[config.mk]
export PLATFORM = sky130hd
export DESIGN_NAME = servo_sweep
export DESIGN_NICKNAME = d
export VERILOG_FILES = /design/src/rtl/servo_sweep_pkg.sv /design/src/rtl/servo_sweep_timer.sv /design/src/rtl/servo_sweep.sv
export SDC_FILE = /design/constraint.sdc
export NUM_CORES = 1
export LEC_CHECK = 0
export BUFFER_PORTS_ARGS = -buffer_cell sky130_fd_sc_hd__buf_4
export CAP_MARGIN = 20
export CORE_MARGIN = 3
export CORE_UTILIZATION = 60
export DETAILED_ROUTE_END_ITERATION = 10
export PLACE_DENSITY = 0.82
export SLEW_MARGIN = 0
export SYNTH_ARGS = -nofsm -noshare
export SYNTH_HDL_FRONTEND = slang
export SYNTH_SLANG_ARGS = --single-unit
[constraint.sdc]
create_clock -name clk -period 2.3 [get_ports clk]
set_input_delay 0.115 -clock clk [delete_from_list [all_inputs] [get_ports clk]]
set_output_delay 0.115 -clock clk [all_outputs]
set_load 0.005 [all_outputs]
[src/rtl/servo_sweep_pkg.sv]
// Shared sweep definitions: FSM state encodings and direction constants.
// Imported by the servo sweep sequencer and its timer.
package udar_defs;

  typedef enum logic [1:0] {
    SWEEP_IDLE   = 2'd0,
    SWEEP_SETTLE = 2'd1,
    SWEEP_REQ    = 2'd2,
    SWEEP_WAIT   = 2'd3
  } sweep_state_t;

  localparam logic DIR_UP   = 1'b1;
  localparam logic DIR_DOWN = 1'b0;

endpackage

[src/rtl/servo_sweep_timer.sv]
// Loadable down-counter shared by settle dwell and measurement timeout.
// Saturates at zero; zero is asserted while the count reads 0.
module sweep_timer #(
  parameter int CNT_LEN = 20
) (
  input  logic               clk,
  input  logic               rst,
  input  logic               load,
  input  logic [CNT_LEN-1:0] value,
  output logic               zero
);

  logic [CNT_LEN-1:0] cnt;

  always_ff @(posedge clk or negedge rst) begin
    if (!rst) begin
      cnt <= '0;
    end else if (load) begin
      cnt <= value;
    end else if (cnt != '0) begin
      cnt <= cnt - 1'b1;
    end
  end

  assign zero = (cnt == '0);

endmodule

[src/rtl/servo_sweep.sv]
// Servo sweep sequencer: steps pos between limits, settles, requests a range sample.
// Optional measurement timeout via SERVO_SWEEP_TIMEOUT_EN.
module servo_sweep
  import udar_defs::*;
#(
  parameter int POS_LEN     = 8,
  parameter int POS_MIN     = 0,
  parameter int POS_MAX     = 180,
  parameter int STEP        = 1,
  parameter int CNT_LEN     = 20,
  parameter int SETTLE_CYC  = 500000,
  parameter int TIMEOUT_CYC = 1000000
) (
  input  logic               clk,
  input  logic               rst,
  input  logic               en,
  input  logic               meas_done,
  output logic [POS_LEN-1:0] pos,
  output logic               dir,
  output logic               meas_req,
  output logic               sweep_done,
  output logic               busy,
  output logic               timeout
);

  localparam logic [CNT_LEN-1:0] SETTLE_LD =
    CNT_LEN'(SETTLE_CYC - 1);
  localparam logic [CNT_LEN-1:0] TMO_LD =
    CNT_LEN'(TIMEOUT_CYC - 1);

  localparam logic [POS_LEN-1:0] MIN_P  = POS_LEN'(POS_MIN);
  localparam logic [POS_LEN-1:0] MAX_P  = POS_LEN'(POS_MAX);
  localparam logic [POS_LEN-1:0] STEP_P = POS_LEN'(STEP);
  localparam logic [POS_LEN:0]   MAX_X  = (POS_LEN+1)'(POS_MAX);
  localparam logic [POS_LEN:0]   STEP_X = (POS_LEN+1)'(STEP);
  localparam logic [POS_LEN:0]   FLOOR_X =
    (POS_LEN+1)'(POS_MIN + STEP);

  sweep_state_t state, nxt;

  logic [POS_LEN-1:0] pos_q, pos_n;
  logic               dir_q, dir_n;
  logic               req_q;
  logic               sd_q;
  logic               busy_q;

  logic               load;
  logic [CNT_LEN-1:0] ld_val;
  logic               zero;
  logic               ack;
  logic               step;
  logic               rev;

  logic [POS_LEN:0]   pos_x;
  logic [POS_LEN:0]   up_x;
  logic [POS_LEN-1:0] up_p;
  logic [POS_LEN-1:0] dn_p;

  sweep_timer #(
    .CNT_LEN (CNT_LEN)
  ) u_timer (
    .clk   (clk),
    .rst   (rst),
    .load  (load),
    .value (ld_val),
    .zero  (zero)
  );

  // Clamped neighbours in POS_LEN+1 bits so nothing wraps.
  always_comb begin
    pos_x = {1'b0, pos_q};
    up_x  = pos_x + STEP_X;
    up_p  = (up_x > MAX_X) ? MAX_P : up_x[POS_LEN-1:0];
    dn_p  = (pos_x < FLOOR_X) ? MIN_P : pos_q - STEP_P;
  end

  always_comb begin
    dir_n = dir_q;
    pos_n = pos_q;
    rev   = 1'b0;
    if (dir_q == DIR_UP) begin
      if (pos_q == MAX_P) begin
        dir_n = DIR_DOWN;
        pos_n = dn_p;
        rev   = 1'b1;
      end else begin
        pos_n = up_p;
      end
    end else begin
      if (pos_q == MIN_P) begin
        dir_n = DIR_UP;
        pos_n = up_p;
        rev   = 1'b1;
      end else begin
        pos_n = dn_p;
      end
    end
  end

`ifdef SERVO_SWEEP_TIMEOUT_EN
  logic expire;
  logic tmo_q;
  assign expire = (state == SWEEP_WAIT) && zero && !meas_done;
  assign ack    = meas_done || expire;
`else
  assign ack    = meas_done;
`endif

  always_comb begin
    nxt    = state;
    load   = 1'b0;
    ld_val = (state == SWEEP_REQ) ? TMO_LD : SETTLE_LD;
    step   = 1'b0;
    unique case (state)
      SWEEP_IDLE: begin
        if (en) begin
          nxt  = SWEEP_SETTLE;
          load = 1'b1;
        end
      end
      SWEEP_SETTLE: begin
        if (zero) nxt = SWEEP_REQ;
      end
      SWEEP_REQ: begin
        nxt = SWEEP_WAIT;
`ifdef SERVO_SWEEP_TIMEOUT_EN
        load = 1'b1;
`endif
      end
      SWEEP_WAIT: begin
        if (ack) begin
          if (en) begin
            nxt  = SWEEP_SETTLE;
            load = 1'b1;
            step = 1'b1;
          end else begin
            nxt = SWEEP_IDLE;
          end
        end
      end
      default: nxt = SWEEP_IDLE;
    endcase
  end

  always_ff @(posedge clk or negedge rst) begin
    if (!rst) begin
      state  <= SWEEP_IDLE;
      pos_q  <= MIN_P;
      dir_q  <= DIR_UP;
      req_q  <= 1'b0;
      sd_q   <= 1'b0;
      busy_q <= 1'b0;
    end else begin
      state  <= nxt;
      req_q  <= (nxt == SWEEP_REQ);
      sd_q   <= step && rev;
      busy_q <= (nxt != SWEEP_IDLE);
      if (step) begin
        pos_q <= pos_n;
        dir_q <= dir_n;
      end
    end
  end

`ifdef SERVO_SWEEP_TIMEOUT_EN
  always_ff @(posedge clk or negedge rst) begin
    if (!rst) begin
      tmo_q <= 1'b0;
    end else begin
      tmo_q <= expire;
    end
  end
  assign timeout = tmo_q;
`else
  assign timeout = 1'b0;
`endif

  assign pos        = pos_q;
  assign dir        = dir_q;
  assign meas_req   = req_q;
  assign sweep_done = sd_q;
  assign busy       = busy_q;

endmodule

## After elaboration in Yosys (flattened, before gate mapping)

Index checks and enable logic that the tools add are counted.

- Word-level logic and storage cells: 46
- Input bits: 4
- Flip-flop bits (word level): 34

- Order comparisons: 2
- Reduce and logical (&&, ||, !) cells: 7
- Equality and inequality tests: 5
- Muxes and demuxes: 22
- $add $sub $neg: 3

Operators by type and width:

| cell | count |
|---|---|
| $mux 20 | 3 |
| $mux 8 | 5 |
| $logic_not 20->1 | 1 |
| $reduce_bool 20->1 | 1 |
| $sub 20x1->20 const B | 1 |
| $add 8x1->9 const B | 1 |
| $gt 9x8->1 const B | 1 |
| $mux 1 | 9 |
| $eq 8x8->1 const B | 1 |
| $logic_not 8->1 | 1 |
| $lt 8x1->1 const B | 1 |
| $pmux 2 s4 | 1 |
| $sub 8x1->8 const B | 1 |
| $eq 2x2->1 const B | 3 |
| $mux 2 | 3 |
| $reduce_bool 2->1 | 2 |
| $eq 2x1->1 const B | 1 |
| $logic_not 2->1 | 1 |
| $pmux 1 s2 | 1 |
| $logic_and 1x1->1 | 1 |

## Depth between registers and ports, before layout

- Word-level depth: 5
- Gate-level depth with buffers: 10
- Depth with buffers taken out: 8

## Hierarchy

A second synthesis with hierarchy kept.

- Cell total of the unflattened synthesis: 282
- Area total of the unflattened synthesis: 2434.8 um^2

Modules (own cells, without submodules):

| module | cells an instance | seq. area each (um^2) | times used | area each (um^2) |
|---|---|---|---|---|
| servo_sweep | 159 | 351.6 | 1 | 1232.4 |
| sweep_timer | 123 | 500.5 | 1 | 1202.4 |

## Worst setup path after synthesis

No wires, ideal clock.

- Kind: register to register
- Start: register pos_q[0] (netlist: pos[0])
- End: register pos_q[1] (netlist: pos[1])
- Buffers on the path: 1
- Stages on the path, launching flop included: 9
- Data required time: 2.174 ns
- Path slack: 0.403 ns
- Arrival: 1.771 ns
- Cell sequence: dfrtp_1 ha_1 clkbuf_1 a21oi_1 o211ai_1 nand3_1 a32oi_1 nor3_2 a221o_1

- Longest elaborated chain between the ends: 5

RTL lines:

| element | line | text |
|---|---|---|
| start: declaration | servo_sweep.sv:41 | `logic [POS_LEN-1:0] pos_q, pos_n;` |
| start signal: assignment | servo_sweep.sv:159 | `pos_q <= pos_n;` |
| $add 8x1->9 | servo_sweep.sv:72 | `up_x = pos_x + STEP_X;` |
| $gt 9x8->1 | servo_sweep.sv:73 | `up_p = (up_x > MAX_X) ? MAX_P : up_x[POS_LEN-1:0];` |
| $mux 8 | servo_sweep.sv:73 |  |
| $mux 8, on equally long branches | servo_sweep.sv:90, servo_sweep.sv:82 |  |
| $mux 8 (*) | servo_sweep.sv:81 | `if (dir_q == DIR_UP) begin` |

Mark *: on every way between the ends. The rest lies on a longest branch, timed or not.
A chain may end at the register's enable or synchronous reset.

## Worst setup path in the final report

- Start: register pos_q[2] (netlist: pos[2])
- End: register pos_q[0] (netlist: pos[0])

Same word-level chain as after synthesis.

==> flow_metrics.py <==
metrics = {
    "clock_network": {
        "ctsRootBufferMaster": "clkbuf_8",
        "clk_latency_ps": 290,
        "clockBufferDepth": 2,
        "cts_buffers": 5,
        "clk_pin_slew_ps": 80,
        "postCtsSetupBuffers": 0,
        "cts.sink_count": 34,
        "h-tree-depth": 2,
        "cts_tree": "yes",
    },
    "placed_design": {
        "detailed_place_hpwl_um": 4160,
        "place_ws_ps": 151,
        "place.gp.congestion": 0.864,
        "port_buffers": 15,
        "dp.cells": 348,
    },
    "worst_setup_path": {
        "cp_slowest_stage_delay_ps": 660,
        "crit_path_start_kind": "flip-flop",
        "crit_path_end_kind": "flip-flop",
        "crit_start": "pos[2]",
        "path_max_fanout": 15,
        "required_ps": 2520,
        "crit_path_cell_trace": "buf_4 > or3b_2 > o22ai_1 > a32oi_2 > nor3_2 > a2bb2oi_1",
        "r2r-start": "pos[2]",
        "cp_top_family": "simple AND/OR/NAND/NOR gates",
        "arrival_ps": 2430,
        "crit_buf_inv": 1,
        "worstSetupPathType": "flip-flop to flip-flop",
        "worst_path_max_delay_cell": "dfrtp_1",
    },
    "synth": {
        "yosysUniqueCellTypes": 58,
        "synth_warnings": 0,
        "syn_nets": 301,
        "synth_edf_count": 0,
        "syn_inst": 287,
        "ys_async_sr_fraction_pct": 100,
        "netlist_area_um2": 2400,
        "ys_seq_area_share_pct": 35.6,
        "syn_avg_cell_area_um2": 8.35,
        "synthFlopType": "dfrtp_1",
        "ys_seq_elements": 34,
    },
    "route": {
        "drc_errors": 0,
        "wl_per_cell_um": 16.9,
        "ant_nets": 0,
        "vias_per_cell": 6.54,
        "drtIter0Drc": 305,
        "drt_pass1_iterations": 6,
        "wl_um": 6040,
        "vias": 2333,
    },
    "timing": {
        "relSlewSlack_pct": 63.2,
        "post-route-period-util_pct": 96.1,
        "max_freq_mhz": 452,
        "final_hold_viol_count": 0,
        "finClkSkew_ps": 7.40,
        "worst_slack_ps": 88.9,
        "worstMarginPinSlew_ps": 548,
        "setup_viol": 0,
        "slew_viol_final": 0,
        "fin_crit_ps": 2210,
    },
    "floorplan": {
        "start_util_pct": 64.0,
        "die_y_um": 69.2,
        "io-pin-count": 17,
        "die_area_um2": 4790,
        "die_w_um": 69.2,
        "core_um2": 3740,
        "row_count": 22,
    },
    "finish": {
        "num_antenna_cells": 0,
        "drive_above_1_share_pct": 17.2,
        "nFillCells": 296,
        "final_cells": 357,
        "area_growth_pct": 15.7,
        "fin_nets": 322,
        "multi_input_area_um2": 1450,
        "seq_area_um2": 852,
    },
    "job": {
        "cap_violations": 0,
    },
    "grt": {
        "grt_usage_pct": 25.7,
        "grt_max_degree": 35,
        "antenna_found_initial": 0,
        "grt_pass1_wl_um": 10100,
        "grt_overflow_total": 0,
        "grt_pass1_vias": 2074,
    },
    "power": {
        "p_leak_nw": 1.16,
        "irDropWorstVdd_uv": 1050,
        "powerDensity_nw_per_um2": 1180,
    },
    "outcome": {
        "run_status": "finished clean",
    },
    "min_path": {
        "worstHoldStart": "en",
        "min_path_type": "primary input to flip-flop",
    },
}
-- tightest hold or removal path, delay by kind of cell --
kind	cells	cell delay (ps)
AND/OR/NAND/NOR	1	110
AO/OA/AOI/OAI	1	80
buffers and inverters	2	160
-- flip-flops by register name, indices dropped and copies added, names as in the netlist --
name	count
sweep_done	1
pos	8
dir	1
busy	1
u_timer.cnt	20
meas_req	1
state	2
-- area by class of cell --
type	count	area share, %
Clock buffer	5	2.48
Multi-Input combinational cell	226	52.3
Sequential cell	34	30.7
Clock inverter	3	2.48
Inverter	10	1.35
Tap cell	48	2.17
Timing Repair Buffer	31	8.48
-- Yosys cell counts (2+ instances only) --
cell,n,area share (%)
a21o_1,3,0.94
a21oi_1,14,2.9
a221o_1,2,0.84
a22oi_1,2,0.63
a2bb2oi_1,2,0.73
a31oi_1,5,1.3
and3_1,4,1.0
buf_2,9,1.9
clkbuf_1,7,1.1
dfrtp_1,33,34
ha_1,10,5.2
inv_1,10,1.6
mux2i_1,2,0.84
nand2_1,26,4.1
nand2b_1,6,1.6
nand3_1,16,3.3
nand4_1,5,1.3
nand4b_1,2,0.73
nor2_1,31,4.9
nor3_1,16,3.3
nor3_2,2,0.84
nor3b_1,2,0.63
nor4_1,3,0.78
o211ai_1,2,0.63
o21ai_0,14,2.9
o22ai_1,7,1.8
or3_1,3,0.78
or3b_2,2,0.73
or4_1,2,0.63
xnor2_1,4,1.5
xor2_1,14,5.1
-- placed cells by master (no fill, tap or decap), drive strengths merged, types with 4 or more instances in the layout --
cell type and n:
and3 4, buf 30, nand2 26, dfrtp 33
nand3 16, o22ai 7, a31oi 5, nand2b 6
clkbuf 5, a21oi 14, inv 10, or3 4
xor2 14, nand4 5, nor3 18, o21ai 15
ha 10, nor2 31, xnor2 4, nor4 4
-- repair_timing --
action	4_1_cts	5_1_grt
setup endpoints to repair	0	5
resized for setup	0	4
hold buffers	1	0
endpoints found under the hold margin	33	0
-- through the flow --
step / util [%] / power, W / cell area, µm² / setup TNS [ps] / hold WS, ps
final: 74.1 / 0.00327 / 2770 / 0 / 222
after global routing: 74.1 / 0.00349 / 2770 / -17.5 / 299
after CTS: 73.5 / 0.00324 / 2750 / 0 / 213
after detailed placement: 69.5 / 0.00254 / 2600 / 0 / 91.5
after global placement: 69.5 / 0.00248 / 2600 / 0 / 85.6
after floorplan: - / 0.00207 / 2400 / 0 / -181
-- cells by family (layout without fill, tap and decap cells) --
logic type	Yosys count	count (layout)	synth area share, %
flip-flops	34	34	35.6
AND/OR/NAND/NOR	131	131	29.5
multiplexers	2	2	0.836
adder cells (fa/ha/maj)	10	10	5.22
XOR/XNOR	18	18	6.58
buffers and inverters	27	49	4.86
AO/OA/AOI/OAI	64	64	17.3
other	1	1	0.157
-- final timing paths --
check	end	slack [ps]	depth (start not counted)
setup / recovery	pos[0]	90	6
setup reg to reg	pos[0]	90	6
min in group asynchronous	pos[1]	310	2
hold / removal	state[1]	220	4
max in group asynchronous	dir	1650	2
hold reg to reg	u_timer.cnt[1]	540	2
-- per-layer routing --
layer	share of wire [%]	global-route usage (%)	vias to the layer above	routed length (µm)
li1	-	-	1080	-
met3	6.1	4.93	16	371
met4	1.6	6.51	0	99
met2	49	42.7	112	2940
met5	0	0	-	0
met1	43	34.5	1125	2620
-- report_power, final --
group / total, W / leakage (nW) / internal (W) / switching (W)
registers: 0.00113 / 0.403 / 0.000821 / 0.000306
clock network: 0.000665 / 0.0683 / 0.000434 / 0.000231
logic: 0.00147 / 0.687 / 0.000653 / 0.000819
(Power assumes the default switching activity.)
